<file path="src/rtl/clkrst_supervisor.sv">
// Run supervisor: sequences core reset from the board reset, counts run cycles
// against a limit, and halts the core with a sticky status on error/timeout/done.
module clkrst_supervisor #(
  parameter int SYNC_STAGES = 2,
  parameter int RST_CYCLES  = 2,
  parameter int CNT_W       = 32,
  parameter int MAX_CYCLES  = 100,
  parameter int NUM_ERR     = 4
) (
  input  logic               clk,
  input  logic               rst_n,
  input  logic [NUM_ERR-1:0] err,
  input  logic               done_i,
  input  logic               clr_i,
  output logic               core_rst,
  output logic               run,
  output logic               halted,
  output logic [1:0]         status,
  output logic [NUM_ERR-1:0] err_src,
  output logic [CNT_W-1:0]   cycle_count
);

  typedef enum logic [2:0] {
    S_RESET,
    S_RUN,
    S_HALT_ERR,
    S_HALT_TO,
    S_HALT_DONE
  } state_t;

  localparam int              RC_W    = (RST_CYCLES > 1) ? $clog2(RST_CYCLES) : 1;
  localparam logic [RC_W-1:0] RC_LOAD = RC_W'(RST_CYCLES - 1);
  localparam logic [CNT_W-1:0] TO_LAST = CNT_W'(MAX_CYCLES - 1);
  localparam bit              TO_EN   = (MAX_CYCLES != 0);

  logic [SYNC_STAGES-1:0] sync_q;
  logic                   rst_sync;
  state_t                 state_q, state_d;
  logic [RC_W-1:0]        rc_q, rc_d;
  logic [CNT_W-1:0]       cnt_d;
  logic [NUM_ERR-1:0]     err_src_d;

  // Assertion clears the chain at once; release ripples through SYNC_STAGES flops.
  always_ff @(posedge clk or negedge rst_n) begin
    if (!rst_n) sync_q <= '0;
    else        sync_q <= {sync_q[SYNC_STAGES-2:0], 1'b1};
  end

  assign rst_sync = sync_q[SYNC_STAGES-1];

  // NOTE: every variable assigned here gets a default first, so no path leaves
  // it unassigned and no latch is inferred.
  always_comb begin
    state_d   = state_q;
    rc_d      = rc_q;
    cnt_d     = cycle_count;
    err_src_d = err_src;
    unique case (state_q)
      S_RESET: begin
        if (clr_i) begin
          rc_d = RC_LOAD;
        end else if (rst_sync) begin
          if (rc_q == '0) state_d = S_RUN;
          else            rc_d    = rc_q - RC_W'(1);
        end
      end
      S_RUN: begin
        if (clr_i) begin
          state_d   = S_RESET;
          rc_d      = RC_LOAD;
          cnt_d     = '0;
          err_src_d = '0;
        end else begin
          if (cycle_count != '1) cnt_d = cycle_count + CNT_W'(1);
          // Exit priority: error, then timeout, then completion.
          if (|err) begin
            state_d   = S_HALT_ERR;
            err_src_d = err;
          end else if (TO_EN && cycle_count == TO_LAST) begin
            state_d = S_HALT_TO;
          end else if (done_i) begin
            state_d = S_HALT_DONE;
          end
        end
      end
      default: begin
        if (clr_i) begin
          state_d   = S_RESET;
          rc_d      = RC_LOAD;
          cnt_d     = '0;
          err_src_d = '0;
        end
      end
    endcase
  end

  // NOTE: sequential state uses non-blocking assignments so every flop samples
  // the pre-edge value of every other flop.
  always_ff @(posedge clk or negedge rst_n) begin
    if (!rst_n) begin
      state_q     <= S_RESET;
      rc_q        <= RC_LOAD;
      cycle_count <= '0;
      err_src     <= '0;
    end else begin
      state_q     <= state_d;
      rc_q        <= rc_d;
      cycle_count <= cnt_d;
      err_src     <= err_src_d;
    end
  end

  // Outputs decode the state register only, so no input reaches an output combinationally.
  always_comb begin
    core_rst = 1'b0;
    run      = 1'b0;
    halted   = 1'b0;
    status   = 2'b00;
    unique case (state_q)
      S_RESET:     core_rst = 1'b1;
      S_RUN:       run      = 1'b1;
      S_HALT_ERR:  begin halted = 1'b1; status = 2'b01; end
      S_HALT_TO:   begin halted = 1'b1; status = 2'b10; end
      S_HALT_DONE: begin halted = 1'b1; status = 2'b11; end
      default:     core_rst = 1'b1;
    endcase
  end

endmodule

</file>
<file path="config.mk">
export PLATFORM = sky130hd
export DESIGN_NAME = clkrst_supervisor
export DESIGN_NICKNAME = d
export VERILOG_FILES = /design/src/rtl/clkrst_supervisor.sv
export SDC_FILE = /design/constraint.sdc
export NUM_CORES = 1
export LEC_CHECK = 0
export CAP_MARGIN = 20
export CORE_MARGIN = 5
export CORE_UTILIZATION = 56
export CTS_CLUSTER_DIAMETER = 80
export DETAILED_ROUTE_END_ITERATION = 10
export PLACE_DENSITY_LB_ADDON = 0.05
export SETUP_SLACK_MARGIN = 0.02
export SLEW_MARGIN = 40
export SYNTH_ARGS = -nofsm -noshare
export SYNTH_HDL_FRONTEND = slang
export SYNTH_SLANG_ARGS = --single-unit
</file>
<file path="constraint.sdc">
create_clock -name clk -period 4.6 [get_ports clk]
set_clock_uncertainty 0.05 [all_clocks]
set_input_delay 0.92 -clock clk [delete_from_list [all_inputs] [get_ports clk]]
set_output_delay 0.92 -clock clk [all_outputs]
set_load 0.01 [all_outputs]
</file>
Word level (Yosys, flattened, before mapping):

Index checks and enable logic that the tools add are counted.

* register bits after elaboration: 42
* output and inout bits: 41
* word-level logic and storage cells: 58

* $add $sub $neg: 2
* multiplexer cells: 26
* equality and inequality tests: 10
* reductions and logical operators: 14
* bitwise operators: 1

Operators by type and width (count)
* $mux W32: 3
* $pmux W32 S2: 1
* $add A32 B1 Y32 const B: 1
* $eq A32 B7 Y1 const B: 1
* $ne A32 B32 Y1 const B: 1
* $mux W3: 8
* $mux W4: 3
* $reduce_bool A2 Y1: 5
* $mux W1: 8
* $pmux W4 S2: 1
* $reduce_or A4 Y1: 2
* $eq A3 B2 Y1 const B: 2
* $ne A2 B2 Y1 const B: 3
* $pmux W2 S3: 1
* $pmux W3 S2: 1
* $reduce_and A3 Y1: 2
* $ne A5 B5 Y1 const B: 1
* $reduce_and A5 Y1: 1
* $eq A3 B1 Y1 const B: 1
* $eq A3 B3 Y1 const B: 1
* $logic_not A3 Y1: 1
* $reduce_bool A3 Y1: 1
* $reduce_or A3 Y1: 1
* $reduce_and A2 Y1: 1
* 2 further kinds: 2

Logic depth before layout (Yosys ltp):

* depth after elaboration: 5
* mapped depth: 8
* mapped depth without buffers: 6

Worst setup path after synthesis:

No wires, ideal clock.

* kind: in2reg
* from: input clr_i
* to: register cycle_count[5]
* path buffers: 2
* setup time: 0.110 ns
* arrival time: 1.864 ns
* path slack: 2.575 ns
* cell stages on the path: 6
* path through: nor4_4 -> and3_4 -> buf_6 -> buf_6 -> o31ai_1 -> o41ai_1

* cells in the longest elaborated chain, start to end: 2

RTL lines
* start, declared: line 14 `input logic clr_i,`
* $mux W32 or $reduce_bool A2 Y1 (tied branches)
* $pmux W32 S2 or $reduce_and A3 Y1 (tied branches)
* end signal, assigned: line 108 `cycle_count <= cnt_d;`
* end, declared: line 20 `output logic [CNT_W-1:0] cycle_count`

Parallel ways exist; a longest one is shown, timed or not.
A chain may end at the register's enable or synchronous reset.

Worst setup path after layout:

Same ends and word-level chain as after synthesis.

==> flow_metrics.env <==
export IMPL_status="finished clean"
export IMPL_wl_per_cell_um=18.31
export IMPL_dominantRegCellSynth="dfrtp_1"
export IMPL_final_core_util_pct=71.15
export IMPL_grt_pass1_vias=2370
export IMPL_sequentialPowerShare_pct=39.1
export IMPL_clk_insertion_delay_late_ns=0.29
export IMPL_area_delta_synth_final_pct=21.67
export IMPL_hold_class="flop to flop"
export IMPL_power_density_nw_per_um2=369.4
export IMPL_crit_path_start_kind="input port"
export IMPL_die_area_um2=6031
export IMPL_vias_per_cell=6.690
export IMPL_portBuffers=48
export IMPL_finalCriticalPeriod_ns=2.753
export IMPL_placed_area_um2=3034
export IMPL_reg2reg_depth=6
export IMPL_worstHoldStart="sync_q[0]$_DFF_PN0_"
export IMPL_avgSynthCellArea_um2=9.391
export IMPL_switchingPower_uw=434.6
export IMPL_ys_types=54
export IMPL_grt_pass1_wl_um=11820
export IMPL_drtIter0Drc=226
export IMPL_numCtsBuffers=5
export IMPL_track_usage_pct=23.68
export IMPL_grt_ovfl_total=0
export IMPL_antennaDiodeCount=0
export IMPL_ys_ff_latch=42
export IMPL_yosysMostFrequentCell="dfrtp_1"
export IMPL_slew_headroom_pct=63.91
export IMPL_core_um2=4384
export IMPL_holdBufCountCts=0
export IMPL_synth_edf_count=0
export IMPL_fin_area_um2=3119
export IMPL_slew_violations=0
export IMPL_cts_sinks=42
export IMPL_synth_top_area_cell="dfrtp_1"
export IMPL_internal_power_uw=717.8
export IMPL_cp_top_family="simple AND/OR/NAND/NOR gates"
export IMPL_combPwrFrac_pct=40.9
export IMPL_cpPeakStageDelay_ns=0.57
export IMPL_worst_slew_pin_slew_ns=0.5413
export IMPL_start_util_pct=58.48
export IMPL_p_leak_nw=1.297
export IMPL_grt_max_degree=43
export IMPL_die_height_um=77.66
export IMPL_num_vias=2462
export IMPL_nets=324
export IMPL_register_area_um2=1052
export IMPL_postSynthNetCount=282
export IMPL_ant_nets=0
export IMPL_die_w_um=77.66
export IMPL_period_share_pct=59.84
export IMPL_clk_pin_slew_ns=0.08
export IMPL_dp_hpwl_um=4676
export IMPL_setup_viol=0
export IMPL_rows=24
export IMPL_fin_ws_ns=1.847
export IMPL_cts_tree="done"
export IMPL_htreeDepth=2
export IMPL_yosys_warnings=0
export IMPL_vdd_drop_max_mv=0.3102
export IMPL_cp_slowest_cell="clkdlybuf4s50_1"
export IMPL_yosysSeqAreaShare_pct=41.04
export IMPL_dr_pass1_iters=5
export IMPL_fill_cells=366
export IMPL_rsz0062_at_grt="no"
export IMPL_r2r_end="cycle_count[5]$_DFFE_PN0P_"
export IMPL_ctsLongestPathBuffers=2
export IMPL_cp_arrival_ns=2.87
export IMPL_whs_path_depth=0
export IMPL_path_cells="clkdlybuf4s50_1 -> nor4_4 -> and3_4 -> or2b_2 -> o41ai_1"
export IMPL_hold_viol=0
export IMPL_ff2ff_setup_slack_ns=2.15
export IMPL_pre_cts_slack_ns=1.362
export IMPL_crit_type="input port to flop"
export IMPL_wl_um=6737
export IMPL_path_max_fanout=22
export IMPL_syn_inst=273
export IMPL_route_detailed_drc=0
export IMPL_cp_required_ns=4.72
export IMPL_r2r_start="cycle_count[0]$_DFFE_PN0P_"
export IMPL_syn_cell_area_um2=2564
export IMPL_sw_frac_of_total_pct=37.72
export IMPL_root_buffer="clkbuf_8"
export IMPL_synthArstFlopShare_pct=100.0
export IMPL_clockPowerShare_pct=20.0
export IMPL_synthTopCellsByCount="dfrtp_1 (41), nor2_1 (23), o31ai_1 (22), o21ai_0 (19)"
export IMPL_multi_input_area_um2=1391
export IMPL_place_gp_congestion=0.8814
export IMPL_fin_setup_tns_ns=0
export IMPL_ioPinCount=49
export IMPL_ys_top_cells_by_area="dfrtp_1 (40%), o31ai_1 (6.4%), o21ai_0 (3.7%)"
export IMPL_cp_num_buf_inv=1
export IMPL_fmax_mhz=363.3
export IMPL_synth_top_area_share_pct=40.02
export IMPL_cts_setup_buffers=0
export IMPL_antenna_found_initial=0
export IMPL_cts_resized=0
export IMPL_cp_end_kind="flop"
export IMPL_cap_viol_max_count=0
export IMPL_holdPathEnd="sync_q[1]$_DFF_PN0_"
export IMPL_drive_gt1_share_pct=9.494
[power groups by stage]
stage          registers [mW]  logic, mW  clock network (mW)
2_1_floorplan           0.455      0.281                   0
3_3_place_gp            0.455      0.460                   0
3_5_place_dp            0.457      0.465                   0
4_1_cts                 0.450      0.469               0.237
5_1_grt                 0.459      0.515               0.254
6_report                0.451      0.471               0.231
[per-layer routing]
metal  vias up  global-route usage [%]  wire length, µm
met3         6                   4.514              441
met5         -                       0                0
li1       1139                       -                -
met2       111                   36.14             3169
met4         0                   7.045               65
met1      1206                   34.12             3060
[metrics by stage]
step,total power [mW],instances,hold WS (ns)
floorplan,0.7361,273,0.2812
global placement,0.9148,360,0.2847
detailed placement,0.9216,360,0.2903
CTS,1.155,368,0.3080
global route,1.229,368,0.3309
finish,1.152,368,0.3037
[sequential cells by signal, indices dropped and copies added, names as in the netlist]
register     cells
cycle_count     32
err_src          4
rc_q             1
state_q          3
sync_q           2
[cells in the final DEF, fill, tap and decap left out, types with 2 or more instances in the layout]
master,synthesis,layout
nand3_1,13,12
nand4_1,10,10
mux2i_1,2,2
clkbuf_8,0,5
a21oi_1,9,9
or4_1,5,5
nor3_1,5,5
nor2_1,23,23
nand2_1,13,13
o211a_1,2,2
clkdlybuf4s50_1,0,47
a31oi_1,7,7
nor4_1,9,9
nor4_4,3,3
o21ai_0,19,19
o211ai_1,7,7
o41ai_1,2,2
nand3_2,5,6
dfrtp_1,41,41
a41oi_1,2,2
nand2b_1,5,5
o311ai_0,2,2
a211o_1,6,6
buf_4,2,4
a22o_1,4,4
clkbuf_1,2,3
and3_1,7,7
or2b_1,2,2
o31ai_1,22,22
inv_1,8,8
[logic make-up after synthesis]
| logic type | synth area share, % |
|---|---|
| fa+ha+maj | 0.4880 |
| flops | 41.04 |
| other cells | 0.1463 |
| buf+inv | 4.880 |
| compound gates | 23.52 |
| simple gates | 29.14 |
| mux | 0.7809 |
[area by class of cell]
cell class | count | area share [%]
flip-flops and latches | 42 | 33.73
well taps | 52 | 2.086
inverters | 8 | 0.9627
multi-input cells | 207 | 44.60
clock buffers | 8 | 2.567
repair buffers | 51 | 16.04
[worst max-delay path by stage]
stage | startpoint | endpoint | slack (ns) | cells past startpoint
after global routing | clr_i | cycle_count[11]$_DFFE_PN0P_ | 1.78 | 5
after detailed placement | clr_i | cycle_count[2]$_DFFE_PN0P_ | 1.36 | 7
after floorplan | clr_i | cycle_count[5]$_DFFE_PN0P_ | 2.58 | 6
after global placement | clr_i | cycle_count[2]$_DFFE_PN0P_ | 1.44 | 7
after CTS | clr_i | cycle_count[2]$_DFFE_PN0P_ | 1.68 | 7
final | clr_i | cycle_count[5]$_DFFE_PN0P_ | 1.85 | 5
Note: power is estimated with default switching activity, not from simulation.
